--- src/rtl/pcie_dn_dfk_pkg.sv ---
// Shared types and helpers for the downstream descriptor-fetch scheduler.
package pcie_dn_dfk_pkg;

    // Request-issue FSM: wait for a winner, then hold the read until accepted.
    typedef enum logic [0:0] {
        ST_IDLE  = 1'b0,
        ST_ISSUE = 1'b1
    } dfk_state_e;

    localparam int          TAG_W         = 8;
    localparam int          DCNT_W        = 12;
    localparam int          MAP_MAX       = 16;
    localparam logic [11:0] DESC_DCNT_DEF = 12'd8;

    // Number of set bits in a busy map of up to MAP_MAX tags.
    function automatic logic [4:0] popcount16(input logic [MAP_MAX-1:0] v);
        logic [4:0] c;
        c = 5'd0;
        for (int i = 0; i < MAP_MAX; i++) begin
            c = c + {4'd0, v[i]};
        end
        return c;
    endfunction

endpackage

--- src/rtl/pcie_dn_dfk_sched_rr_arb.sv ---
// Combinational round-robin arbiter: the first requester at or after the
// pointer wins. The pointer register lives in the parent.
module pcie_rr_arb #(
    parameter int NCH = 4,
    parameter int PW  = (NCH > 1) ? $clog2(NCH) : 1
) (
    input  logic [NCH-1:0] req_i,
    input  logic [PW-1:0]  ptr_i,
    output logic [NCH-1:0] gnt_o,
    output logic [PW-1:0]  idx_o,
    output logic           vld_o
);

    // Scan the channels starting at the pointer and take the first requester.
    always_comb begin : arb_scan
        logic [PW-1:0] cand;
        cand  = '0;
        gnt_o = '0;
        idx_o = '0;
        vld_o = 1'b0;
        for (int k = 0; k < NCH; k++) begin
            cand = PW'((int'(ptr_i) + k) % NCH);
            if (!vld_o && req_i[cand]) begin
                vld_o       = 1'b1;
                gnt_o[cand] = 1'b1;
                idx_o       = cand;
            end else begin
                vld_o = vld_o;
            end
        end
    end

endmodule

--- src/rtl/pcie_dn_dfk_sched.sv ---
// Descriptor-fetch scheduler: arbitrates channel fetch requests, issues one
// memory read per winner with a free tag, and frees tags on completion EOP.
module pcie_dn_dfk_sched
    import pcie_dn_dfk_pkg::*;
#(
    parameter int          NCH       = 4,
    parameter int          MAX_OUTS  = 4,
    parameter logic [7:0]  TAG_BASE  = 8'h00,
    parameter logic [11:0] DESC_DCNT = DESC_DCNT_DEF,
    parameter int          TMO_CYC   = 65535
) (
    input  logic              PCIE_CLK,
    input  logic              PCIE_RST_N,
    input  logic              ENABLE,
    input  logic [NCH-1:0]    CH_REQ,
    input  logic [NCH*64-1:0] CH_ADDR,
    output logic [NCH-1:0]    CH_GNT,
    output logic              DFK_RQ_VLD,
    input  logic              DFK_RQ_RDY,
    output logic [63:0]       DFK_RQ_ADDR,
    output logic [TAG_W-1:0]  DFK_RQ_TAG,
    output logic [DCNT_W-1:0] DFK_RQ_DCNT,
    input  logic              DFK_CP_EOP,
    input  logic              DFK_CP_DVLD,
    input  logic [TAG_W-1:0]  DFK_CP_TAG,
    output logic [4:0]        OUTS_CNT,
    output logic              BUSY,
    output logic              UNEXP_TAG,
    output logic              TMO_ERR
);

    localparam int PW  = (NCH > 1) ? $clog2(NCH) : 1;
    localparam int TIW = (MAX_OUTS > 1) ? $clog2(MAX_OUTS) : 1;

    dfk_state_e          state_q, state_d;
    logic [MAX_OUTS-1:0] busy_q, busy_d;
    logic [PW-1:0]       ptr_q, ptr_d;
    logic [PW-1:0]       win_idx_q, win_idx_d;
    logic [NCH-1:0]      win_oh_q, win_oh_d;
    logic [63:0]         addr_q, addr_d;
    logic [TIW-1:0]      tag_q, tag_d;
    logic [31:0]         wdog_q, wdog_d;
    logic [4:0]          cnt_q, cnt_d;
    logic                unexp_q, unexp_d;
    logic                tmo_q, tmo_d;

    logic [NCH-1:0]      arb_gnt_s;
    logic [PW-1:0]       arb_idx_s;
    logic                arb_vld_s;
    logic [63:0]         addr_sel_s;
    logic                free_vld_s;
    logic [TIW-1:0]      free_idx_s;
    logic                accept_s;
    logic                cp_eop_s;
    logic [8:0]          cp_off_s;
    logic [TIW-1:0]      cp_idx_s;
    logic                cp_hit_s;
    logic [MAX_OUTS-1:0] free_mask_s;
    logic [MAX_OUTS-1:0] alloc_mask_s;
    logic [MAP_MAX-1:0]  busy_ext_s;

    pcie_rr_arb #(
        .NCH (NCH),
        .PW  (PW)
    ) u_arb (
        .req_i (CH_REQ),
        .ptr_i (ptr_q),
        .gnt_o (arb_gnt_s),
        .idx_o (arb_idx_s),
        .vld_o (arb_vld_s)
    );

    // Pick the winning channel's descriptor address.
    always_comb begin
        addr_sel_s = 64'd0;
        for (int i = 0; i < NCH; i++) begin
            if (arb_idx_s == PW'(i)) begin
                addr_sel_s = CH_ADDR[64*i +: 64];
            end else begin
                addr_sel_s = addr_sel_s;
            end
        end
    end

    // Lowest clear bit of the registered busy map is the next tag to hand out.
    always_comb begin
        free_vld_s = 1'b0;
        free_idx_s = '0;
        for (int i = MAX_OUTS - 1; i >= 0; i--) begin
            if (!busy_q[i]) begin
                free_vld_s = 1'b1;
                free_idx_s = TIW'(i);
            end else begin
                free_vld_s = free_vld_s;
            end
        end
    end

    // Decode a completion EOP: a hit is an in-range tag whose bit is set.
    always_comb begin
        cp_eop_s = DFK_CP_DVLD & DFK_CP_EOP;
        cp_off_s = {1'b0, DFK_CP_TAG} - {1'b0, TAG_BASE};
        cp_idx_s = cp_off_s[TIW-1:0];
        if (cp_off_s < 9'(MAX_OUTS)) begin
            cp_hit_s = cp_eop_s & busy_q[cp_idx_s];
        end else begin
            cp_hit_s = 1'b0;
        end
    end

    // Issue FSM: latch winner, address and tag in IDLE; hold the read in ISSUE until RDY.
    always_comb begin
        state_d   = state_q;
        ptr_d     = ptr_q;
        win_idx_d = win_idx_q;
        win_oh_d  = win_oh_q;
        addr_d    = addr_q;
        tag_d     = tag_q;
        accept_s  = 1'b0;
        case (state_q)
            ST_IDLE: begin
                if (ENABLE && arb_vld_s && free_vld_s) begin
                    state_d   = ST_ISSUE;
                    win_idx_d = arb_idx_s;
                    win_oh_d  = arb_gnt_s;
                    addr_d    = addr_sel_s;
                    tag_d     = free_idx_s;
                end else begin
                    state_d = ST_IDLE;
                end
            end
            ST_ISSUE: begin
                if (DFK_RQ_RDY && PCIE_RST_N) begin
                    accept_s = 1'b1;
                    state_d  = ST_IDLE;
                    if (win_idx_q == PW'(NCH - 1)) begin
                        ptr_d = '0;
                    end else begin
                        ptr_d = win_idx_q + PW'(1);
                    end
                end else begin
                    state_d = ST_ISSUE;
                end
            end
            default: begin
                state_d = ST_IDLE;
            end
        endcase
    end

    // Busy map, watchdog and error pulses; a free and an allocation may land together.
    always_comb begin
        free_mask_s  = cp_hit_s ? (MAX_OUTS'(1) << cp_idx_s) : '0;
        alloc_mask_s = accept_s ? (MAX_OUTS'(1) << tag_q) : '0;
        unexp_d      = cp_eop_s & ~cp_hit_s;
        tmo_d        = 1'b0;
        busy_d       = (busy_q & ~free_mask_s) | alloc_mask_s;
        if ((busy_q == '0) || cp_hit_s) begin
            wdog_d = 32'd0;
        end else if (wdog_q == 32'(TMO_CYC - 1)) begin
            wdog_d = 32'd0;
            tmo_d  = 1'b1;
            busy_d = alloc_mask_s;
        end else begin
            wdog_d = wdog_q + 32'd1;
        end
    end

    // Outstanding count is the popcount of the registered map (one cycle behind it).
    always_comb begin
        busy_ext_s                 = '0;
        busy_ext_s[MAX_OUTS-1:0]   = busy_q;
        cnt_d                      = popcount16(busy_ext_s);
    end

    // All state registers, cleared by the synchronous active-low reset.
    always_ff @(posedge PCIE_CLK) begin
        if (!PCIE_RST_N) begin
            state_q   <= ST_IDLE;
            busy_q    <= '0;
            ptr_q     <= '0;
            win_idx_q <= '0;
            win_oh_q  <= '0;
            addr_q    <= 64'd0;
            tag_q     <= '0;
            wdog_q    <= 32'd0;
            cnt_q     <= 5'd0;
            unexp_q   <= 1'b0;
            tmo_q     <= 1'b0;
        end else begin
            state_q   <= state_d;
            busy_q    <= busy_d;
            ptr_q     <= ptr_d;
            win_idx_q <= win_idx_d;
            win_oh_q  <= win_oh_d;
            addr_q    <= addr_d;
            tag_q     <= tag_d;
            wdog_q    <= wdog_d;
            cnt_q     <= cnt_d;
            unexp_q   <= unexp_d;
            tmo_q     <= tmo_d;
        end
    end

    assign DFK_RQ_VLD  = (state_q == ST_ISSUE);
    assign DFK_RQ_ADDR = DFK_RQ_VLD ? addr_q : 64'd0;
    assign DFK_RQ_TAG  = DFK_RQ_VLD ? (TAG_BASE + TAG_W'(tag_q)) : 8'h00;
    assign DFK_RQ_DCNT = DFK_RQ_VLD ? DESC_DCNT : 12'd0;
    assign CH_GNT      = accept_s ? win_oh_q : '0;
    assign OUTS_CNT    = cnt_q;
    assign BUSY        = (cnt_q != 5'd0) || (state_q == ST_ISSUE);
    assign UNEXP_TAG   = unexp_q;
    assign TMO_ERR     = tmo_q;

endmodule

--- config.mk ---
export PLATFORM = sky130hd
export DESIGN_NAME = pcie_dn_dfk_sched
export DESIGN_NICKNAME = d
export VERILOG_FILES = /design/src/rtl/pcie_dn_dfk_pkg.sv /design/src/rtl/pcie_dn_dfk_sched_rr_arb.sv /design/src/rtl/pcie_dn_dfk_sched.sv
export SDC_FILE = /design/constraint.sdc
export NUM_CORES = 1
export LEC_CHECK = 0
export CORE_AREA = 2 2 144 146
export DETAILED_ROUTE_END_ITERATION = 16
export DIE_AREA = 0 0 146 148
export PLACE_DENSITY = 0.73
export SETUP_SLACK_MARGIN = 0.4
export SKIP_LAST_GASP = 1
export SYNTH_ARGS = -nofsm -noshare
export SYNTH_HDL_FRONTEND = slang
export SYNTH_SLANG_ARGS = --single-unit
--- constraint.sdc ---
create_clock -name PCIE_CLK -period 3.8 [get_ports PCIE_CLK]
set_input_delay 0.38 -clock PCIE_CLK [delete_from_list [all_inputs] [get_ports PCIE_CLK]]
set_output_delay 0.38 -clock PCIE_CLK [all_outputs]
set_load 0.01 [all_outputs]
== Yosys cells after proc, flatten, opt, wreduce, memory -nomap -nowiden ==
Index checks and enable logic that the tools add are counted.
Storage, ports and cells
  register bits: 118
  output and inout bits: 97
  logic and storage cells: 128
Cells by class
  add/sub/neg operators: 8
  order comparisons: 10
  eq/ne operators: 5
  shifts and indexed selects: 2
  mux-type cells: 58
  bitwise gates (word level): 12
  reduce and logical (&&, ||, !) cells: 22
Operators with widths (number)
  two-way mux 64 bit: 5
  two-way mux 4 bit: 10
  adder 32 x 1 -> 32 bit, second input constant: 1
  equality test 32 x 16 -> 1 bit, second input constant: 1
  two-way mux 1 bit: 23
  two-way mux 2 bit: 10
  OR 4 bit: 4
  less-than comparator 2 x 3 -> 1 bit, second input constant: 5
  binary-select mux 1 bit (select 2 bit): 5
  logical AND 1 bit: 10
  demux 1 bit (select 2 bit): 4
  >= comparator 2 x 1 -> 1 bit, second input constant: 4
  less-than comparator 8 x 3 -> 1 bit, second input constant: 1
  left shift 1 x 2 -> 4 bit, first input constant: 2
  equality test 2 bit, second input constant: 3
  nonzero test 5 bit: 1
  adder 2 x 1 -> 2 bit, second input constant: 2
  adder 2 bit, second input constant: 2
  adder 3 x 1 -> 4 bit: 1
  bitwise AND 4 bit: 1
  logical NOT 4 bit: 1
  NOT 4 bit: 1
  AND reduction 2 bit: 2
  adder 2 x 1 -> 3 bit: 1
  other kinds (10): 17

== Logic depth before layout (Yosys ltp) ==
  depth in word-level cells: 17
  gate-level depth with buffers: 12

== Hierarchy ==
Synthesis repeated with hierarchy kept, for this count alone.
Second synthesis, totals
  cell total of the unflattened synthesis: 783
  area, all modules: 7415.9 µm²
Modules (own cells, without submodules)
  pcie_dn_dfk_sched: instances 1, cells an instance 738, area an instance 6993.0 µm²
  pcie_rr_arb: instances 1, cells an instance 45, area an instance 422.9 µm²

== Worst setup path before layout ==
No wires, ideal clock.
  kind: register to register
  start: reg ptr_q[1]
  end: reg addr_q[35]
  setup time: 0.117 ns
  arrival time: 3.419 ns
  data required time: 3.683 ns
  setup slack: 0.264 ns
  stages on the path, launching flop included: 12
  buffers on the path: 3
  cell sequence: dfxtp_1 -> clkbuf_1 -> inv_1 -> ha_1 -> mux4_2 -> nor2b_1 -> o21ai_1 -> nand2_1 -> buf_6 -> buf_6 -> mux4_2 -> a22o_1
Between the ends
  longest elaborated chain between the ends: 17
  elaborated cells between the ends (all ways): 36
  those cells by class: add/sub (3); eq/ne (3); mux (20); reduce/logical (10)
RTL lines
  start, declared: RTL line pcie_dn_dfk_sched.sv:37  | logic [PW-1:0] ptr_q, ptr_d;
  start signal, assigned: RTL line pcie_dn_dfk_sched.sv:193  | ptr_q <= ptr_d;
  branches (longest 17 deep; another with adder 2 x 1 -> 2 bit)
  end signal, assigned: RTL line pcie_dn_dfk_sched.sv:196  | addr_q <= addr_d;
  end, declared: RTL line pcie_dn_dfk_sched.sv:40  | logic [63:0] addr_q, addr_d;
Several ways; the timed one is not identified. The select of a mux whose other input is x is not followed.
A chain may end at the register's enable or synchronous reset.

== Worst setup path in the final report ==
  start: reg ptr_q[1]
  end: reg addr_q[0]
The elaborated chain is that of the path after synthesis.

==> results_dict.tcl <==
set metrics [dict create \
    outcome "finished clean" \
    clk_pin_slew_worst_paths_ps 60 \
    die_area_um2 21600 \
    synth_area_um2 6990 \
    detailedRoute.firstPassIterationCount 5 \
    ys_async_sr_fraction_pct 0 \
    cts-htree-levels 4 \
    grt_max_degree 51 \
    layout_min_cycle_time_ps 3260 \
    vias_per_cell 5.04 \
    die_height_um 148 \
    number_of_sinks_handled_by_clock_tree_synthesis 116 \
    drcViolationCount 0 \
    final_layout_size_suffix_gt1_share_pct 10.3 \
    r2r_cells 8 \
    ys.warnings.count 0 \
    cellPowerDensity_nw_per_um2 348 \
    io-pin-count 371 \
    layout_setup_ws_ps 538 \
    regToRegEndpoint "addr_q[0]" \
    hold-path-endpoint "addr_q[43]" \
    area.growth.synth_to_final_pct 62.6 \
    whs_path_depth 2 \
    cp.arrival_ps 3570 \
    flip_flop_and_latch_count_after_synthesis 116 \
    synth_sequential_area_ratio_pct 33.2 \
    placement.setup.worst_slack_ps 364 \
    port_buffers 351 \
    cts_hold_buf 0 \
    dr_total_vias 6764 \
    postSynthCellCount 717 \
    grt_setup_unrepaired "yes" \
    worst_clock_skew_ps 10.5 \
    multi_input_gate_area_um2 4290 \
    n_fill_cell 1776 \
    reg2reg_from "ptr_q[1]" \
    hold_viol 0 \
    layout_commonest_cell "clkdlybuf4s50_1" \
    clkLatencyLatePin_ps 420 \
    clock-root-buffer "clkbuf_16" \
    vdd_ir_drop_max_mv 0.207 \
    globalplace.congestion 0.827 \
    criticalPathCategory "register to register" \
    grt_overflow_total 0 \
    worstSetupStartpoint "ptr_q[1]" \
    cts.path.max_buffers 2 \
    commonest_cells_after_routing_fill_and_taps_aside "351 x clkdlybuf4s50_1, 114 x dfxtp_1, 76 x mux2i_1, 75 x and2_1, 53 x nor2_1" \
    start_util_pct 34.9 \
    track_usage_pct 21.2 \
    routed_wl_um 24000 \
    total_leakage_power_uw 0.00410 \
    cap_viol_max_count 0 \
    setup.reg_to_reg.worst_slack_ps 540 \
    hp-class "register to register" \
    place_hpwl_um 18700 \
    first_iter_violations 385 \
    synth_cell_type_count 54 \
    period_share_pct 85.8 \
    synth_area_per_cell_um2 9.75 \
    regArea_um2 2320 \
    fin_tns_setup_ps 0 \
    cp-end-kind "register" \
    cts_made_buffers 17 \
    detail-route-antenna-nets 0 \
    final_max_slew_viol_count 0 \
    cts_tree "done" \
    worstPathMaxFanout 21 \
    grt_pass1_vias 6774 \
    synth-edff-count 0 \
    row_count 52 \
    final_net_count 1347 \
    timing.final.setup_violations 0 \
    relSlewSlack_pct 55.5 \
    synthFlopType "dfxtp_1" \
    drt-wirelength-per-cell_um 17.9 \
    die_w_um 146 \
    worstSetupStartpointType "register" \
    worst_slew_pin_slew_ps 666 \
    critPathRequiredTime_ps 4100 \
    placeableCoreArea_um2 20000 \
    hold_path.startpoint "addr_q[43]" \
    fmax_mhz 307 \
    insertedDiodeCount 0 \
    antenna_found_initial 0 \
    first_pass_grt_wire_length_um 35900 \
]
==> kinds of logic (layout without fill, tap and decap cells) <==
kind of cell | after synthesis | after routing | synth area share (%)
adders and majority gates | 15 | 15 | 2.79
buffers and inverters | 88 | 424 | 6.78
AOI/OAI and AO/OA | 132 | 132 | 15.2
xor gates and xnor gates | 24 | 24 | 3.01
other | 1 | 19 | 0.0536
muxes | 108 | 108 | 21.2
and+or+nand+nor | 233 | 233 | 17.8
DFF | 116 | 116 | 33.2
==> registers in the layout, indices dropped and copies added, names as in the netlist <==
| name | flops |
|---|---|
| addr_q | 64 |
| wdog_q | 32 |
| busy_q | 4 |
| win_oh_q | 4 |
| OUTS_CNT | 3 |
| ptr_q | 2 |
| tag_q | 2 |
| win_idx_q | 2 |
| DFK_RQ_VLD | 1 |
| TMO_ERR | 1 |
| UNEXP_TAG | 1 |
==> synth_stat cells, types with 4 or more instances <==
cell      count  area [um^2]
mux4_2       32          721
nand2_1      37          139
o21ai_0      25          125
mux2i_1      76          761
nand4_1       6         37.5
a21oi_1      15         75.1
a221oi_1     14          123
a22oi_1       5         37.5
clkbuf_1     24         90.1
nor4_1        6         37.5
or3_1        11         68.8
buf_4        28          210
o221ai_1     18          158
dfxtp_1     116         2320
xnor2_1      16          140
nor3_1        8         40.0
and2_1       75          469
a211oi_1      4         30.0
a221oi_2     10          150
nor2_1       54          203
ha_1         14          175
and4_1        5         43.8
buf_2        13         65.1
inv_1        18         67.6
nand3_1      15         75.1
a22o_1       27          236
xor2_1        8         70.1
==> worst max-delay path, stage by stage (launching register included) <==
cell and delay [ps]:
dfxtp_1 330, inv_1 100, ha_2 420, mux4_2 610, or4_1 600, o211a_2 250
and2_1 340, buf_4 290, a22o_1 200
==> layer usage <==
layer / up-vias / track usage, % / wire, um
li1: 3284 / - / -
met2: 285 / 37.6 / 12300
met5: - / 0 / 0
met1: 3148 / 24.3 / 9470
met4: 0 / 9.32 / 766
met3: 47 / 5.12 / 1530
==> cell type report <==
cell class                 count  share of cell area [%]
inverter                      20                   0.660
clock buffer                  20                    4.10
multi-input combinational    531                    37.7
sequential                   116                    20.4
clock inverter                12                    1.13
tap                          270                    2.97
timing repair buffer         372                    33.0
==> worst max-delay path by stage <==
stage,endpoint,cells after the start
global placement,addr_q[25],7
finish,addr_q[0],8
floorplan,addr_q[35],11
detailed placement,addr_q[23],7
global route,addr_q[11],8
CTS,addr_q[22],9
==> power breakdown <==
| group | switching (uW) | leakage (uW) | total (uW) | internal [uW] |
|---|---|---|---|---|
| Combinational | 406 | 0.00286 | 1000 | 595 |
| Clock | 583 | 0.000288 | 1600 | 1010 |
| Sequential | 47.6 | 0.000949 | 1350 | 1310 |
| Total | 1040 | 0.00410 | 3950 | 2920 |
==> stage by stage <==
| step | cell area (um^2) | utilization (%) | instances | hold slack, ps | total power (uW) |
|---|---|---|---|---|---|
| detailed placement | 10700 | 53.5 | 1305 | 441 | 2370 |
| global route | 11400 | 56.7 | 1341 | 470 | 4110 |
| global placement | 10700 | 53.5 | 1305 | 436 | 2350 |
| CTS | 11300 | 56.5 | 1337 | 453 | 3970 |
| finish | 11400 | 56.7 | 1341 | 451 | 3950 |
| floorplan | 7070 | - | 735 | 424 | 1900 |
==> timing repair <==
item,CTS,global route
gates resized for setup,1,2
pin swaps,0,2
cloned,0,1
endpoints found under the setup margin,8,61
buffers inserted,0,3
Power figures use the tool's default switching activity.
